$ cat config.mk
export PLATFORM = sky130hd
export DESIGN_NAME = mmio_timer
export DESIGN_NICKNAME = d
export VERILOG_FILES = /design/src/rtl/mmio_timer_pkg.sv /design/src/rtl/mmio_prescaler.sv /design/src/rtl/mmio_timer.sv
export SDC_FILE = /design/constraint.sdc
export NUM_CORES = 1
export LEC_CHECK = 0
export CAP_MARGIN = 20
export CORE_MARGIN = 2
export CORE_UTILIZATION = 40
export DETAILED_ROUTE_END_ITERATION = 8
export GPL_TIMING_DRIVEN = 0
export PLACE_DENSITY_LB_ADDON = 0.25
export SYNTH_ARGS = -nofsm -noshare
export SYNTH_HDL_FRONTEND = slang
export SYNTH_SLANG_ARGS = --single-unit
export TNS_END_PERCENT = 50
$ cat constraint.sdc
create_clock -name clock -period 4.9 [get_ports clock]
set_input_delay 0.735 -clock clock [delete_from_list [all_inputs] [get_ports clock]]
set_output_delay 0.735 -clock clock [all_outputs]
set_load 0.02 [all_outputs]
$ cat src/rtl/mmio_timer_pkg.sv
// Shared types, register offsets and byte-merge helper for the memory-mapped machine timer.
package mmio_timer_pkg;

  typedef enum logic {TIMER_IDLE, TIMER_BUSY} timerState_;

  localparam logic [4:0] TIMER_MTIME_LO    = 5'h00;
  localparam logic [4:0] TIMER_MTIME_HI    = 5'h04;
  localparam logic [4:0] TIMER_MTIMECMP_LO = 5'h08;
  localparam logic [4:0] TIMER_MTIMECMP_HI = 5'h0C;
  localparam logic [4:0] TIMER_MSIP        = 5'h10;
  localparam int         TIMER_WINDOW_BYTES = 32;

  function automatic logic [31:0] merge_bytes(input logic [31:0] old,
                                              input logic [31:0] data,
                                              input logic [3:0]  be);
    logic [31:0] r;
    r = old;
    for (int i = 0; i < 4; i++)
      if (be[i]) r[8*i +: 8] = data[8*i +: 8];
    return r;
  endfunction

endpackage

$ cat src/rtl/mmio_prescaler.sv
// Divides the core clock down to one mtime tick every PRESCALE clocks (PRESCALE 1..65535).
module mmio_prescaler #(
  parameter int PRESCALE = 1
) (
  input  logic clock,
  input  logic reset,
  output logic tick
);

  logic [15:0] count;

  assign tick = (count == 16'(PRESCALE - 1));

  always_ff @(posedge clock or negedge reset) begin
    if (!reset)
      count <= '0;
    else if (tick)
      count <= '0;
    else
      count <= count + 16'd1;
  end

endmodule

$ cat src/rtl/mmio_timer.sv
// Memory-mapped machine timer (mtime/mtimecmp/msip) on the Memory-stage data bus.
// Define MMIO_TIMER_SNAPSHOT_EN for a tear-free 64-bit mtime read through a shadow of mtime[63:32].
module mmio_timer
  import mmio_timer_pkg::*;
#(
  parameter logic [31:0] BASE_ADDR = 32'h0200_0000,
  parameter int          PRESCALE  = 1
) (
  input  logic        clock,
  input  logic        reset,
  input  logic [31:0] address,
  input  logic [31:0] storeData,
  input  logic [3:0]  byteEnable,
  input  logic        storeValid,
  input  logic        loadValid,
  output logic [31:0] loadData,
  output logic        loadDataValid,
  output logic        storeComplete,
  output logic        interrupt
);

  timerState_  state;
  logic [63:0] mtime;
  logic [63:0] mtimecmp;
  logic        msip;
  logic        tick;
  logic [31:0] offset;
  logic        hit;
  logic        aligned;
  logic        accept;
  logic        wr;
  logic        wr_mtime_lo;
  logic        wr_mtime_hi;
  logic [31:0] rdata;
  logic [31:0] mtime_hi_view;

  mmio_prescaler #(.PRESCALE(PRESCALE)) u_prescaler (
    .clock (clock),
    .reset (reset),
    .tick  (tick)
  );

  assign offset  = address - BASE_ADDR;
  assign hit     = (offset < 32'(TIMER_WINDOW_BYTES));
  assign aligned = (address[1:0] == 2'b00);
  assign accept  = (state == TIMER_IDLE) && hit && (loadValid || storeValid);
  assign wr      = accept && storeValid;
  // An mtime write with no enabled bytes leaves the counter free-running.
  assign wr_mtime_lo = wr && aligned && (offset[4:0] == TIMER_MTIME_LO) && (byteEnable != 4'b0);
  assign wr_mtime_hi = wr && aligned && (offset[4:0] == TIMER_MTIME_HI) && (byteEnable != 4'b0);

`ifdef MMIO_TIMER_SNAPSHOT_EN
  logic [31:0] shadow;

  always_ff @(posedge clock or negedge reset) begin
    if (!reset)
      shadow <= '0;
    else if (accept && !storeValid && aligned && offset[4:0] == TIMER_MTIME_LO)
      shadow <= mtime[63:32];
  end

  assign mtime_hi_view = shadow;
`else
  assign mtime_hi_view = mtime[63:32];
`endif

  always_comb begin
    rdata = '0;
    if (aligned) begin
      case (offset[4:0])
        TIMER_MTIME_LO:    rdata = mtime[31:0];
        TIMER_MTIME_HI:    rdata = mtime_hi_view;
        TIMER_MTIMECMP_LO: rdata = mtimecmp[31:0];
        TIMER_MTIMECMP_HI: rdata = mtimecmp[63:32];
        TIMER_MSIP:        rdata = {31'b0, msip};
        default:           rdata = '0;
      endcase
    end
  end

  always_ff @(posedge clock or negedge reset) begin
    if (!reset) begin
      state         <= TIMER_IDLE;
      mtime         <= '0;
      mtimecmp      <= '1;
      msip          <= 1'b0;
      loadData      <= '0;
      loadDataValid <= 1'b0;
      storeComplete <= 1'b0;
      interrupt     <= 1'b0;
    end else begin
      interrupt <= (mtime >= mtimecmp) | msip;

      // A software write to either mtime half takes priority over the tick.
      if (wr_mtime_lo)
        mtime[31:0] <= merge_bytes(mtime[31:0], storeData, byteEnable);
      else if (wr_mtime_hi)
        mtime[63:32] <= merge_bytes(mtime[63:32], storeData, byteEnable);
      else if (tick)
        mtime <= mtime + 64'd1;

      if (wr && aligned && offset[4:0] == TIMER_MTIMECMP_LO)
        mtimecmp[31:0] <= merge_bytes(mtimecmp[31:0], storeData, byteEnable);
      if (wr && aligned && offset[4:0] == TIMER_MTIMECMP_HI)
        mtimecmp[63:32] <= merge_bytes(mtimecmp[63:32], storeData, byteEnable);
      if (wr && aligned && offset[4:0] == TIMER_MSIP && byteEnable[0])
        msip <= storeData[0];

      case (state)
        TIMER_IDLE: begin
          loadDataValid <= 1'b0;
          storeComplete <= 1'b0;
          if (accept) begin
            state <= TIMER_BUSY;
            if (storeValid) begin
              storeComplete <= 1'b1;
            end else begin
              loadData      <= rdata;
              loadDataValid <= 1'b1;
            end
          end
        end
        default: begin
          state         <= TIMER_IDLE;
          loadDataValid <= 1'b0;
          storeComplete <= 1'b0;
        end
      endcase
    end
  end

endmodule

==> out/results.ini <==
[synth]
cell_area_synth_um2 = 11300
yosys_most_used_dff = sky130_fd_sc_hd__dfrtp_1
area_share_of_fa_ha_maj_cells_after_synthesis_pct = 7.53
synth_enable_flop_cells = 0
synth-seq-area-share_pct = 40.8
synth-xor-area-share_pct = 1.16
yosys_register_bits = 181
average_cell_area_after_synthesis_um2 = 9.12
ys.warnings.count = 0
area_fraction_in_compound_gates_after_synthesis_pct = 16.3
synth.net_count = 1379
syn-instance-count = 1239
synth-async-reset-ratio_pct = 100
synth_top_family_by_area = simple AND/OR/NAND/NOR gates
synth_cell_type_count = 71
synth_simple_gate_area_share_pct = 19.9
synthMuxAreaShare_pct = 9.47

[setup_path]
crit_required_ns = 5.28
critical_path.max_fanout = 10
critical_path.cell_chain = clkdlybuf4s50_1, inv_1, ha_1, nor4b_1, nand4_1, nor3_1, nand2_1, nor3_1, nand2_1, mux2_2
rr_startpoint = u_prescaler.count[0]
ff2ff_setup_slack_ns = 1.23
critPathKind = in2reg
timing.critical_path.slowest_cell_delay_ns = 0.83
crit_path_start_kind = input pin
timing.reg2reg.worst_path_depth = 11
critPathSlowestCell = sky130_fd_sc_hd__nor3_1
startpoint = address[25]
worst-endpoint-arrival_ns = 4.70
critPathCaptureType = flip-flop

[cells_and_area]
n_antenna_cell = 0
multiInputGateArea_um2 = 6150
fillers = 2708
layout-area-overhead-vs-synth_pct = 18.8
share_of_cells_above_drive_strength_1_pct = 13.0
design.final.nets = 1501
footprint_of_the_flip_flops_and_latches_um2 = 4610
instances_no_fill = 1752

[clocking]
htree_num_levels = 4
clkLatencyLatePin_ns = 0.45
cts.hold.buffers_added = 0
cts_resized = 0
cts.root.buffer_cell = sky130_fd_sc_hd__clkbuf_16
tritoncts_clock_tree = built
post_cts_buffers = 0
clk_path_buf_depth = 2
cts-buffers-inserted = 17
clkSlewWorstSetupHoldPaths_ns = 0.08
clock_sinks = 181

[floorplanning]
floorplan.core_area_um2 = 27800
fp-row-count = 61
fp.dieArea_um2 = 29600
floorplan.die.height_um = 172
ioPinCount = 107
initial_core_util_pct = 40.7
dieWidth_um = 172

[sta]
achievable_clock_frequency_ghz = 0.231
max_slew_margin_pct = 27.4
rsz_0062_raised_after_global_routing = false
setup_viol_count_final = 0
finClkSkew_ns = 0.0120
finalSetupTns_ns = 0
finalHoldViolCount = 0
min_period_over_period_pct = 88.2
worst_pin_slew_ns = 1.08
slew_viol_final = 0
period_needed_ns = 4.32

[detailed_routing]
detail_route.iter0.violations = 709
routed_wl_mm = 37.9
detailroute.wirelength.met3_mm = 2.32
detail_route.wl_per_cell_um = 21.6
drt-pass1-iter-count = 5
remaining_drc_errors = 0
ant_nets = 0
route.detailed.vias_per_inst = 5.93
top_layer = met4
drt-met1-wl_mm = 16.3
wl_met2_mm = 17.9
vias = 10390

[placed_design]
gp_routability_congestion = 0.927
buffer_ports.inserted = 101
placedCellCount = 1719
post-dp-hpwl_mm = 28.1

[global_routing]
first_global_vias = 10095
grt_first_pass_wirelength_mm = 58.4
grt.total_usage_pct = 26.2
globalRoute.totalOverflow = 0
number_of_antenna_violations_at_the_first_check_in_global_routing = 0
grt_start_max_net_pins = 107

[pwr]
total_leakage_power_nw = 5.63
vdd_ir_drop_max_v = 0.000252
power_per_cell_area_nw_per_um2 = 234

[hold_path]
min-delay-path-class = in2async

[status]
outcome = finished, final reports clean

[flow_run]
timing.max_cap.violations = 0

placed cells by master (no fill, tap or decap), drive strengths merged, types with 13 or more instances in the layout:
cell type      Yosys  final
a21oi             84     84
a22oi             29     29
and3              21     21
buf               13     16
clkbuf            39     58
clkdlybuf4s50      0    100
dfrtp            117    117
dfstp             64     64
ha                68     68
inv               85     93
mux2              53     53
mux2i             45     45
nand2            144    144
nand3             51     51
nand4             37     37
nor2              59     59
nor3              36     36
nor4              22     22
o21ai            103    103
o22ai             17     17
xnor2             13     13
worst max-delay path, delay by kind of cell:
family,cells,cell delay (ns)
fa+ha+maj,1,0.27
buf+inv,2,0.52
mux,1,0.44
simple gates,6,2.74
cells by family after synthesis:
group                    after synthesis
AND/OR/NAND/NOR                      438
AO/OA/AOI/OAI                        301
flip-flops                           181
buffers and inverters                137
multiplexers                          99
adder cells (fa/ha/maj)               68
XOR/XNOR                              15
stage by stage:
step	util, %	area [um^2]	setup WS, ns	power, mW	hold WS [ns]
after floorplan	-	11300	1.81	1.57	0.439
after global placement	46.0	12800	-4.73	1.69	0.462
after detailed placement	46.1	12800	0.230	1.70	0.470
after CTS	48.3	13400	0.692	3.15	0.381
after global routing	48.3	13400	0.377	3.23	0.420
final	48.3	13400	0.576	3.14	0.339
state kept, by name, summed over array words and instances (netlist names), 16 cells and up:
signal	cells
mtime	64
loadData	32
mtimecmp	64
u_prescaler.count	16
path summary, 6_finish.rpt:
| path | endpoint |
|---|---|
| min in group clock | loadData[21] |
| min reg2reg | loadData[21] |
| max reg2reg | mtime[4] |
| max | mtimecmp[16] |
| max in group asynchronous | mtimecmp[33] |
| min | loadData[18] |
area by class of cell:
class | instances | share of cell area, %
multi-input cells | 921 | 45.8
flip-flops and latches | 181 | 34.3
repair buffers | 103 | 7.81
well taps | 378 | 3.52
clock buffers | 19 | 3.30
inverters | 85 | 2.38
plain buffers | 52 | 1.61
clock inverters | 13 | 1.21
synth_stat cells (5+ instances only):
master / count / area (um^2)
sky130_fd_sc_hd__dfstp_2: 64 / 1680
sky130_fd_sc_hd__xnor2_1: 13 / 114
sky130_fd_sc_hd__o22ai_1: 17 / 106
sky130_fd_sc_hd__a211oi_1: 10 / 75.1
sky130_fd_sc_hd__or4_1: 9 / 67.6
sky130_fd_sc_hd__clkbuf_1: 39 / 146
sky130_fd_sc_hd__mux2_2: 53 / 597
sky130_fd_sc_hd__o21a_1: 9 / 67.6
sky130_fd_sc_hd__nand4_1: 37 / 231
sky130_fd_sc_hd__buf_2: 5 / 25.0
sky130_fd_sc_hd__inv_1: 85 / 319
sky130_fd_sc_hd__or3_1: 10 / 62.6
sky130_fd_sc_hd__and4_1: 10 / 87.6
sky130_fd_sc_hd__nor4b_1: 6 / 52.6
sky130_fd_sc_hd__and3_1: 21 / 131
sky130_fd_sc_hd__nor4_1: 20 / 125
sky130_fd_sc_hd__a21o_1: 7 / 52.6
sky130_fd_sc_hd__and2_1: 12 / 75.1
sky130_fd_sc_hd__nor2_1: 57 / 214
sky130_fd_sc_hd__buf_1: 6 / 22.5
sky130_fd_sc_hd__a22oi_1: 29 / 218
sky130_fd_sc_hd__dfrtp_1: 117 / 2930
sky130_fd_sc_hd__ha_1: 68 / 851
sky130_fd_sc_hd__nor3_1: 36 / 180
sky130_fd_sc_hd__o221ai_1: 7 / 61.3
sky130_fd_sc_hd__nand3_1: 51 / 255
sky130_fd_sc_hd__o21ai_0: 100 / 500
sky130_fd_sc_hd__a21oi_1: 81 / 405
sky130_fd_sc_hd__nand2_1: 142 / 533
sky130_fd_sc_hd__o211ai_1: 6 / 45.0
sky130_fd_sc_hd__mux2i_1: 45 / 450
routing by layer:
layer	GRT usage (%)	vias up
li1	-	4779
met1	34.9	5141
met2	42.8	395
met3	3.87	75
met4	10.5	0
met5	0	-
power by group:
part           switching, mW  total [mW]  internal, mW
clock                  0.685        1.47         0.787
combinational          0.110       0.176        0.0667
sequential        0.00000112        1.50          1.50
Note: power is estimated with default switching activity, not from simulation.
